<file path="src/rtl/capture_packer_if.sv">
// Word stream from the capture packer to the DMA write engine.
interface capture_packer_if;
    // A word transfers on a rising edge where m_valid_o && m_ready_i; while m_valid_o is high and
    // m_ready_i is low, m_data_o/m_last_o hold steady and m_valid_o does not drop.
    logic [63:0] m_data_o;
    logic        m_valid_o;
    logic        m_ready_i;
    logic        m_last_o;

    modport master (output m_data_o, output m_valid_o, output m_last_o, input m_ready_i);
    modport slave  (input m_data_o, input m_valid_o, input m_last_o, output m_ready_i);
endinterface

</file>
<file path="src/rtl/capture_packer.sv">
// ADC A/B capture front end: decimate, pack two sign-extended pairs per 64-bit word,
// buffer in a FIFO and deliver exactly len words per armed capture.
module capture_packer #(
    parameter int SAMPLE_WIDTH = 14,
    parameter int LEN_WIDTH    = 24,
    parameter int FIFO_DEPTH   = 16
) (
    input  logic                    clk,
    input  logic                    rst,
    input  logic                    arm_i,
    input  logic [15:0]             decim_i,
    input  logic [LEN_WIDTH-1:0]    len_i,
    input  logic [SAMPLE_WIDTH-1:0] smp_a_i,
    input  logic [SAMPLE_WIDTH-1:0] smp_b_i,
    input  logic                    smp_valid_i,
    capture_packer_if.master        stream,
    output logic                    busy_o,
    output logic                    done_o,
    output logic                    overflow_o,
    output logic [LEN_WIDTH-1:0]    word_cnt_o,
    output logic [1:0]              state_o
);
    localparam int AW = $clog2(FIFO_DEPTH);
    localparam logic [AW:0] FULL_CNT = (AW + 1)'(FIFO_DEPTH);

    typedef enum logic [1:0] {IDLE, CAPTURE, DRAIN, DONE} state_t;

    state_t                  state;
    logic                    busy_q, done_q, overflow_q;
    logic [LEN_WIDTH-1:0]    word_cnt, len_q;
    logic [15:0]             decim_q, dec_cnt;
    logic [31:0]             half_q;
    logic                    half_full;
    logic [63:0]             word_q;
    logic                    push_pend;

    logic [64:0]             mem [FIFO_DEPTH];
    logic [AW-1:0]           wr_ptr, rd_ptr;
    logic [AW:0]             count;

    logic                    full, fifo_valid, push_ok, pop, last_tag, head_last;
    logic [LEN_WIDTH-1:0]    word_cnt_next;
    logic [31:0]             pair;

    function automatic logic [15:0] sext16(input logic [SAMPLE_WIDTH-1:0] x);
        return {{(16 - SAMPLE_WIDTH){x[SAMPLE_WIDTH-1]}}, x};
    endfunction

    assign pair          = {sext16(smp_b_i), sext16(smp_a_i)};
    assign full          = (count == FULL_CNT);
    assign fifo_valid    = (count != '0);
    assign push_ok       = push_pend && !full;
    assign pop           = fifo_valid && stream.m_ready_i;
    assign word_cnt_next = word_cnt + 1'b1;
    assign last_tag      = (word_cnt_next == len_q);
    assign head_last     = mem[rd_ptr][64];

    assign stream.m_valid_o = fifo_valid;
    assign stream.m_data_o  = fifo_valid ? mem[rd_ptr][63:0] : '0;
    assign stream.m_last_o  = fifo_valid && head_last;

    assign busy_o     = busy_q;
    assign done_o     = done_q;
    assign overflow_o = overflow_q;
    assign word_cnt_o = word_cnt;
    assign state_o    = state;

    always_ff @(posedge clk) begin
        if (push_ok) mem[wr_ptr] <= {last_tag, word_q};
    end

    always_ff @(posedge clk) begin
        if (rst) begin
            wr_ptr <= '0;
            rd_ptr <= '0;
            count  <= '0;
        end else begin
            if (push_ok) wr_ptr <= wr_ptr + 1'b1;
            if (pop)     rd_ptr <= rd_ptr + 1'b1;
            unique case ({push_ok, pop})
                2'b10:   count <= count + 1'b1;
                2'b01:   count <= count - 1'b1;
                default: count <= count;
            endcase
        end
    end

    always_ff @(posedge clk) begin
        if (rst) begin
            state      <= IDLE;
            busy_q     <= 1'b0;
            done_q     <= 1'b0;
            overflow_q <= 1'b0;
            word_cnt   <= '0;
            len_q      <= '0;
            decim_q    <= '0;
            dec_cnt    <= '0;
            half_q     <= '0;
            half_full  <= 1'b0;
            word_q     <= '0;
            push_pend  <= 1'b0;
        end else begin
            push_pend <= 1'b0;
            // A completed word landing on a full FIFO is dropped without advancing the count.
            if (push_pend) begin
                if (full) overflow_q <= 1'b1;
                else      word_cnt   <= word_cnt_next;
            end

            unique case (state)
                IDLE, DONE: begin
                    if (arm_i) begin
                        len_q      <= len_i;
                        decim_q    <= decim_i;
                        overflow_q <= 1'b0;
                        word_cnt   <= '0;
                        half_full  <= 1'b0;
                        dec_cnt    <= '0;
                        push_pend  <= 1'b0;
                        if (len_i != '0) begin
                            state  <= CAPTURE;
                            busy_q <= 1'b1;
                            done_q <= 1'b0;
                        end else begin
                            state  <= DONE;
                            busy_q <= 1'b0;
                            done_q <= 1'b1;
                        end
                    end
                end
                CAPTURE: begin
                    if (push_ok && last_tag) begin
                        state <= DRAIN;
                    end else if (smp_valid_i) begin
                        if (dec_cnt == '0) begin
                            dec_cnt <= decim_q;
                            if (half_full) begin
                                word_q    <= {pair, half_q};
                                push_pend <= 1'b1;
                                half_full <= 1'b0;
                            end else begin
                                half_q    <= pair;
                                half_full <= 1'b1;
                            end
                        end else begin
                            dec_cnt <= dec_cnt - 1'b1;
                        end
                    end
                end
                DRAIN: begin
                    if (pop && head_last) begin
                        state  <= DONE;
                        busy_q <= 1'b0;
                        done_q <= 1'b1;
                    end
                end
                default: state <= IDLE;
            endcase
        end
    end
endmodule

</file>
<file path="src/flat_wrapper.sv">
// flat-port wrapper written by rule: the top's interface ports become plain ports
module capture_packer_flat 
#(
    parameter int SAMPLE_WIDTH = 14,
    parameter int LEN_WIDTH    = 24,
    parameter int FIFO_DEPTH   = 16
)
  (clk, rst, arm_i, decim_i, len_i, smp_a_i, smp_b_i, smp_valid_i, busy_o, done_o, overflow_o, word_cnt_o, state_o, stream_m_data_o, stream_m_valid_o, stream_m_last_o, stream_m_ready_i);
  capture_packer_if stream_i ();
  input  logic clk;
  input  logic rst;
  input  logic arm_i;
  input  logic [15:0] decim_i;
  input  logic [LEN_WIDTH-1:0] len_i;
  input  logic [SAMPLE_WIDTH-1:0] smp_a_i;
  input  logic [SAMPLE_WIDTH-1:0] smp_b_i;
  input  logic smp_valid_i;
  output logic busy_o;
  output logic done_o;
  output logic overflow_o;
  output logic [LEN_WIDTH-1:0] word_cnt_o;
  output logic [1:0] state_o;
  output wire logic [$bits(stream_i.m_data_o)-1:0] stream_m_data_o;
  output wire logic [$bits(stream_i.m_valid_o)-1:0] stream_m_valid_o;
  output wire logic [$bits(stream_i.m_last_o)-1:0] stream_m_last_o;
  input wire logic [$bits(stream_i.m_ready_i)-1:0] stream_m_ready_i;
  assign stream_m_data_o = stream_i.m_data_o;
  assign stream_m_valid_o = stream_i.m_valid_o;
  assign stream_m_last_o = stream_i.m_last_o;
  assign stream_i.m_ready_i = stream_m_ready_i;
  capture_packer #(.SAMPLE_WIDTH(SAMPLE_WIDTH), .LEN_WIDTH(LEN_WIDTH), .FIFO_DEPTH(FIFO_DEPTH)) u_core (.clk(clk), .rst(rst), .arm_i(arm_i), .decim_i(decim_i), .len_i(len_i), .smp_a_i(smp_a_i), .smp_b_i(smp_b_i), .smp_valid_i(smp_valid_i), .stream(stream_i), .busy_o(busy_o), .done_o(done_o), .overflow_o(overflow_o), .word_cnt_o(word_cnt_o), .state_o(state_o));
endmodule
</file>
<file path="config.mk">
export PLATFORM = sky130hd
export DESIGN_NAME = capture_packer_flat
export DESIGN_NICKNAME = d
export VERILOG_FILES = /design/src/rtl/capture_packer_if.sv /design/src/rtl/capture_packer.sv /design/src/flat_wrapper.sv
export SDC_FILE = /design/constraint.sdc
export NUM_CORES = 1
export LEC_CHECK = 0
export BUFFER_PORTS_ARGS = -buffer_cell sky130_fd_sc_hd__buf_2
export CAP_MARGIN = 20
export CELL_PAD_IN_SITES_DETAIL_PLACEMENT = 1
export CELL_PAD_IN_SITES_GLOBAL_PLACEMENT = 1
export CORE_UTILIZATION = 50
export DETAILED_ROUTE_END_ITERATION = 10
export PLACE_DENSITY = 0.79
export SLEW_MARGIN = 20
export SYNTH_ARGS = -nofsm -noshare
export SYNTH_HDL_FRONTEND = slang
export SYNTH_SLANG_ARGS = --single-unit
</file>
<file path="constraint.sdc">
create_clock -name clk -period 16 [get_ports clk]
set_input_delay 1.6 -clock clk [delete_from_list [all_inputs] [get_ports clk]]
set_output_delay 1.6 -clock clk [all_outputs]
set_load 0.02 [all_outputs]
</file>
==> key figures, run 1 <==
STA
  • Final Hold Vio Count: 0
  • Hold WS: 0.457 ns
  • FMAX: 0.156 GHz
  • Slew HR: 0.257
  • Final Skew: 0.0462 ns
  • Final Max Slew Viols: 0
  • Final Setup Violations: 0
  • RSZ-0062 raised after global routing: no
  • Tmin final: 6.42 ns
  • Fin crit share: 0.401
  • Slew @ Worst Pin: 1.11 ns
  • Setup Total Neg Slack: 0 ns

Power
  • Pwr dens: 125 mW/mm2
  • Peak VDD IR: 0.103 mV
  • Pleak: 16.8 nW

Logic synthesis
  • Share of synthesized registers carrying an async set or reset: 0
  • Netlist Area Pre-Place: 0.0433 mm2
  • Post-synth EDFFs: 912
  • Post-synth top cells: 912 x edfxtp_1, 285 x mux4_2, 188 x dfxtp_1
  • Yosys warnings: 0
  • Top cells by area in the synthesized netlist: edfxtp_1 63%, mux4_2 15%, dfxtp_1 8.7%
  • Register area share after synthesis: 0.720
  • Synthesized flop and latch total: 1,100
  • Syn_area_per_cell: 18.4 um2
  • Post-synth top area share: 0.633
  • Synth cell types: 76
  • Mapped Cells: 2,351
  • Count leader, synth: edfxtp_1
  • Ys flop type: edfxtp_1
  • Post-Synthesis Net Count: 2,440
  • Yosys top cell by area: edfxtp_1

Clocking
  • Hold-fix buffers, CTS: 0
  • Root Buffer: clkbuf_16
  • H-tree depth: 3
  • CTS Buf Count: 108
  • # Post-CTS Setup Buffers: 0
  • Clock buffer depth: 3
  • CTS resizes: 0
  • TritonCTS clock tree: done
  • Clock Pin Slew Worst Setup and Hold Paths: 0.06 ns
  • Clk Latency, worst-skew pair: 0.69 ns
  • Clock sinks: 1,100

Floorplanning
  • Num ports: 168
  • Starting Density: 0.506
  • Die Span X: 296 um
  • Core area: 0.0854 mm2
  • Die Y: 296 um
  • Rows: 107
  • Die Area: 0.0877 mm2

Final layout
  • Post-layout util: 0.574
  • Share of cells above drive strength 1: 0.265
  • Fin nets: 2,613
  • Fin area: 0.0490 mm2
  • Area growth syn-to-layout: 13.4%

Route
  • Via Count: 23,000
  • Number of vias per cell: 6.11
  • Detailed Route WL: 112 mm
  • Initial DRC count: 2,466
  • Antenna viol nets, final: 0
  • Drt wl/cell: 29.9 um
  • Drt first pass iters: 5
  • Number of remaining DRC errors: 0

Global route
  • Number of global-route vias before repair: 24,800
  • Initial antenna violation count: 6
  • Largest net degree at the start of global routing: 113
  • Grt total ovfl: 0
  • Gr usage total: 0.260
  • First-pass GRT wire length: 164 mm

Placement
  • Port buffer count: 167
  • DP Wirelength: 62.4 mm
  • DP Area: 0.0453 mm2
  • GP Congestion: 0.817

Run status
  • Run status: complete, no violations

Critical path
  • Crit Path Class: flip-flop to primary output
  • Worst EP required: 14.40 ns
  • Worst setup EP type: primary output
  • Startpoint Class: flip-flop
  • Worst path arrival time: 4.82 ns
  • CP Max Fanout: 65

Run
  • Max-cap violations: 0

Hold path
  • Hold Path Class: flip-flop to flip-flop
## critical path, stage by stage, from the launching register on
cell	delay (ns)
dfxtp_4	0.87
buf_4	0.87
buf_4	0.91
mux4_2	0.43
mux4_2	0.57
and2_1	0.19
buf_2	0.16
## registers in the layout, indices dropped and copies added (netlist names), named ones only
name	count
u_core.busy_o	1
u_core.mem	912
u_core.rd_ptr	4
u_core.word_q	56
u_core.push_pend	1
u_core.half_q	28
u_core.done_o	1
u_core.half_full	1
u_core.dec_cnt	16
u_core.overflow_o	1
u_core.wr_ptr	4
u_core.count	5
u_core.len_q	24
u_core.word_cnt_o	24
u_core.decim_q	16
u_core.state_o	2
## where the power goes
part	internal [mW]	leakage (nW)	total, mW	switching, mW
registers	3.10	10.2	3.14	0.0404
clock network	1.50	1.79	2.60	1.10
logic	0.138	4.75	0.397	0.259
total	4.74	16.8	6.14	1.40
## through the flow
step	instances	total power, mW	setup WS, ns
2_1_floorplan	2351	3.47	10.34
3_3_place_gp	3556	3.57	10.39
3_5_place_dp	3556	3.60	10.30
4_1_cts	3760	6.18	9.58
5_1_grt	3762	6.31	9.34
6_report	3768	6.14	9.58
## routing by layer
layer | vias up | part of all wire | global-route usage
li1 | 9656 | - | -
met5 | - | 0.00026 | 0
met2 | 965 | 0.52 | 0.454
met4 | 4 | 0.023 | 0.0676
met1 | 12200 | 0.38 | 0.338
met3 | 180 | 0.075 | 0.0414
## cells in the final DEF (no fill, tap or decap), types with 18 or more instances in the layout
master | netlist | routed
xnor2_1 | 21 | 21
clkinv_2 | 0 | 20
a21oi_1 | 75 | 75
nor3_1 | 25 | 21
clkbuf_1 | 98 | 33
dfxtp_1 | 188 | 184
nor2_1 | 158 | 146
nand2_1 | 134 | 134
mux4_2 | 285 | 285
clkbuf_16 | 0 | 109
buf_2 | 7 | 166
nor4_1 | 21 | 21
inv_1 | 18 | 18
edfxtp_1 | 912 | 912
mux2i_1 | 88 | 88
buf_4 | 11 | 41
o21ai_0 | 18 | 18
xor2_1 | 32 | 32
and2_1 | 64 | 64
## cell families after synthesis
kind of cell | Yosys count | synth area share
AOI/OAI and AO/OA | 152 | 0.0228
xor gates and xnor gates | 55 | 0.0118
adders and majority gates | 16 | 0.00480
buffers and inverters | 165 | 0.0171
DFF | 1100 | 0.720
muxes | 374 | 0.169
and+or+nand+nor | 489 | 0.0544
## area by class of cell
type	count	area, um2
clock buffer	158	3070
sequential	1100	31200
timing repair buffer	210	1210
inverter	18	67.6
multi-input combinational	1086	11500
antenna	6	15.0
fill	7643	36400
tap	1144	1430
clock inverter	46	583
## final timing paths
path	from	end	cells after the start	slack, ns
worst max-delay path	flip-flop	stream_m_data_o[57]	6	9.58
worst min-delay path	u_core.decim_q[7]	u_core.decim_q[7]	2	0.46
worst min register to register	u_core.decim_q[7]	u_core.decim_q[7]	2	0.46
worst max register to register	u_core.word_cnt_o[0]	u_core.word_q[55]	10	10.80
Power figures use the tool's default switching activity.
==> run 2, diff against run 1 <==
Settings changed: CORE_UTILIZATION 50 to 48.
Clock period 16 ns to 5.4 ns, I/O delays scaled along.
==> run 2 against run 1 <==
Net effect: count of clock-buffer cells in the layout is 16 lower; clock skew is 0.0060 ns lower; final cell count is 0.45% higher; via count is 0.39% lower; sequential power grew to 3.0 times the previous value; die area is 4.1% higher; sequential share of layout area is 0.17 points lower; setup slack worse by 8.3 ns; largest cell class unchanged; largest power group unchanged.
==> key figures, run 2 (synthesis results as in run 1) <==
STA
  • Final Setup Violations: 0
  • RSZ-0062 raised after global routing: no
  • Slew @ Worst Pin: 1.11 ns
  • Tmin final: 4.15 ns
  • Final Hold Vio Count: 0
  • Final Skew: 0.0402 ns
  • FMAX: 0.241 GHz
  • Final Max Slew Viols: 0
  • Slew HR: 0.258
  • Fin crit share: 0.769
  • Setup Total Neg Slack: 0 ns

Final layout
  • Fin nets: 2,612
  • Area of the multi-input gates: 0.0115 mm2
  • Most common cell after layout, fill and taps aside: edfxtp_1
  • Post-layout util: 0.554
  • Top Registers: u_core.mem x912, u_core.word_q x56, u_core.half_q x28
  • Fin area: 0.0492 mm2
  • Top reg by flops: u_core.mem
  • Most frequent cells in the layout: 912 x edfxtp_1, 285 x mux4_2, 184 x dfxtp_1
  • Fin cells: 3,785
  • Share of cells above drive strength 1: 0.265
  • Max FFs per register: 912
  • Seq. cell area: 0.0312 mm2
  • Area growth syn-to-layout: 13.7%
  • Fill cells: 7,931

Run
  • Max-cap violations: 0

Clocking
  • Clk Latency, worst-skew pair: 0.70 ns
  • CTS resizes: 0
  • Clock sinks: 1,100
  • # Post-CTS Setup Buffers: 0
  • TritonCTS clock tree: done
  • Root Buffer: clkbuf_16
  • Clock buffer depth: 3
  • H-tree depth: 3
  • CTS Buf Count: 108
  • Hold-fix buffers, CTS: 0
  • Clock Pin Slew Worst Setup and Hold Paths: 0.06 ns

Run status
  • Run status: complete, no violations

Critical path
  • R2r worst-path depth: 8
  • Reg2reg setup slack: 1.32 ns
  • CP Max Fanout: 64
  • Crit Path Class: flip-flop to primary output
  • Worst EP required: 4.86 ns
  • Slowest stage delay, CP: 0.84 ns
  • Most used cell, CP: mux4_2
  • Cell chain of the critical path: buf_12, mux4_2, mux4_2, and2_1, buf_2
  • Startpoint Class: flip-flop
  • Slowest CP cell: dfxtp_4
  • Worst setup EP type: primary output
  • Worst path arrival time: 3.61 ns
  • R2r endpoint: u_core.dec_cnt[7]
  • Worst r2r src: u_core.word_cnt_o[0]

Placement
  • Post-placement cell count: 3,578
  • Port buffer count: 167
  • DP Area: 0.0456 mm2
  • GP Congestion: 0.847
  • DP Wirelength: 64.0 mm

Floorplanning
  • Die Y: 302 um
  • Die Area: 0.0913 mm2
  • Starting Density: 0.487
  • Rows: 109
  • Core area: 0.0888 mm2
  • Num ports: 168
  • Die Span X: 302 um

Global route
  • Gr usage total: 0.248
  • Largest net degree at the start of global routing: 99
  • GR Util met1: 0.314
  • GRT met3 Usage: 0.0488
  • Number of global-route vias before repair: 24,700
  • Initial antenna violation count: 8
  • GRT met2 Usage: 0.434
  • Grt total ovfl: 0
  • First-pass GRT wire length: 163 mm
  • Global routing's busiest layer: met2

Route
  • Number of vias per cell: 6.05
  • Drt first pass iters: 5
  • Via Count: 22,900
  • Number of remaining DRC errors: 0
  • Antenna viol nets, final: 0
  • Detailed Route WL: 112 mm
  • Drt wl/cell: 29.5 um
  • Initial DRC count: 2,249

Power
  • Peak VDD IR: 0.308 mV
  • Pwr dens: 366 mW/mm2
  • Pleak: 17.0 nW

Hold path
  • Hold Startpoint: decim_i[8]
  • Hold depth: 3
  • Hold Path Class: input port to flip-flop
  • Hold EP: u_core.decim_q[8]
run 2: final cells by class:
class	count	area share
well taps	1165	0.0296
clock buffers	142	0.0600
repair buffers	209	0.0280
clock inverters	61	0.0128
diodes	4	0.000204
inverters	18	0.00137
multi-input cells	1086	0.234
flip-flops and latches	1100	0.634
run 2: worst max-delay path by stage:
stage                         startpoint                  end  slack [ns]  depth (start not counted)
floorplan                u_core.count[0]     u_core.mem[3][0]        0.04                          6
global placement    u_core.word_cnt_o[0]    u_core.dec_cnt[6]        1.43                          8
finish                         flip-flop   stream_m_data_o[0]        1.25                          5
global route        u_core.word_cnt_o[0]    u_core.dec_cnt[5]        1.03                          9
detailed placement  u_core.word_cnt_o[0]    u_core.dec_cnt[5]        1.37                          9
CTS                            flip-flop  stream_m_data_o[57]        1.18                          5
run 2: report_power, final:
part	total (mW)	switching (mW)	internal, mW
logic	1.13	0.735	0.397
registers	9.32	0.124	9.20
clock network	7.54	3.28	4.26
total	18.0	4.14	13.9
run 2: critical path: cells and delay by family, from the launching register on:
family | cells | cell delay [ns]
AND/OR/NAND/NOR | 1 | 0.22
buffers and inverters | 2 | 0.66
flip-flops | 1 | 0.84
multiplexers | 2 | 1.10
run 2: layer usage:
metal  wire length [um]  up-vias  share of wire
met4               2720       10          0.024
met2              57900      930           0.52
met3               8310      181          0.074
li1                   -     9674              -
met1              42800    12100           0.38
met5                 65        -        0.00058
run 2: metrics by stage:
| stage | hold WS [ns] | setup WS, ns | power, mW |
|---|---|---|---|
| after global routing | 0.102 | 1.03 | 18.5 |
| after CTS | 0.0656 | 1.18 | 18.1 |
| after global placement | 0.450 | 1.43 | 10.6 |
| after detailed placement | 0.450 | 1.37 | 10.6 |
| after floorplan | 0.433 | 0.0409 | 10.3 |
| final | 0.100 | 1.25 | 18.0 |
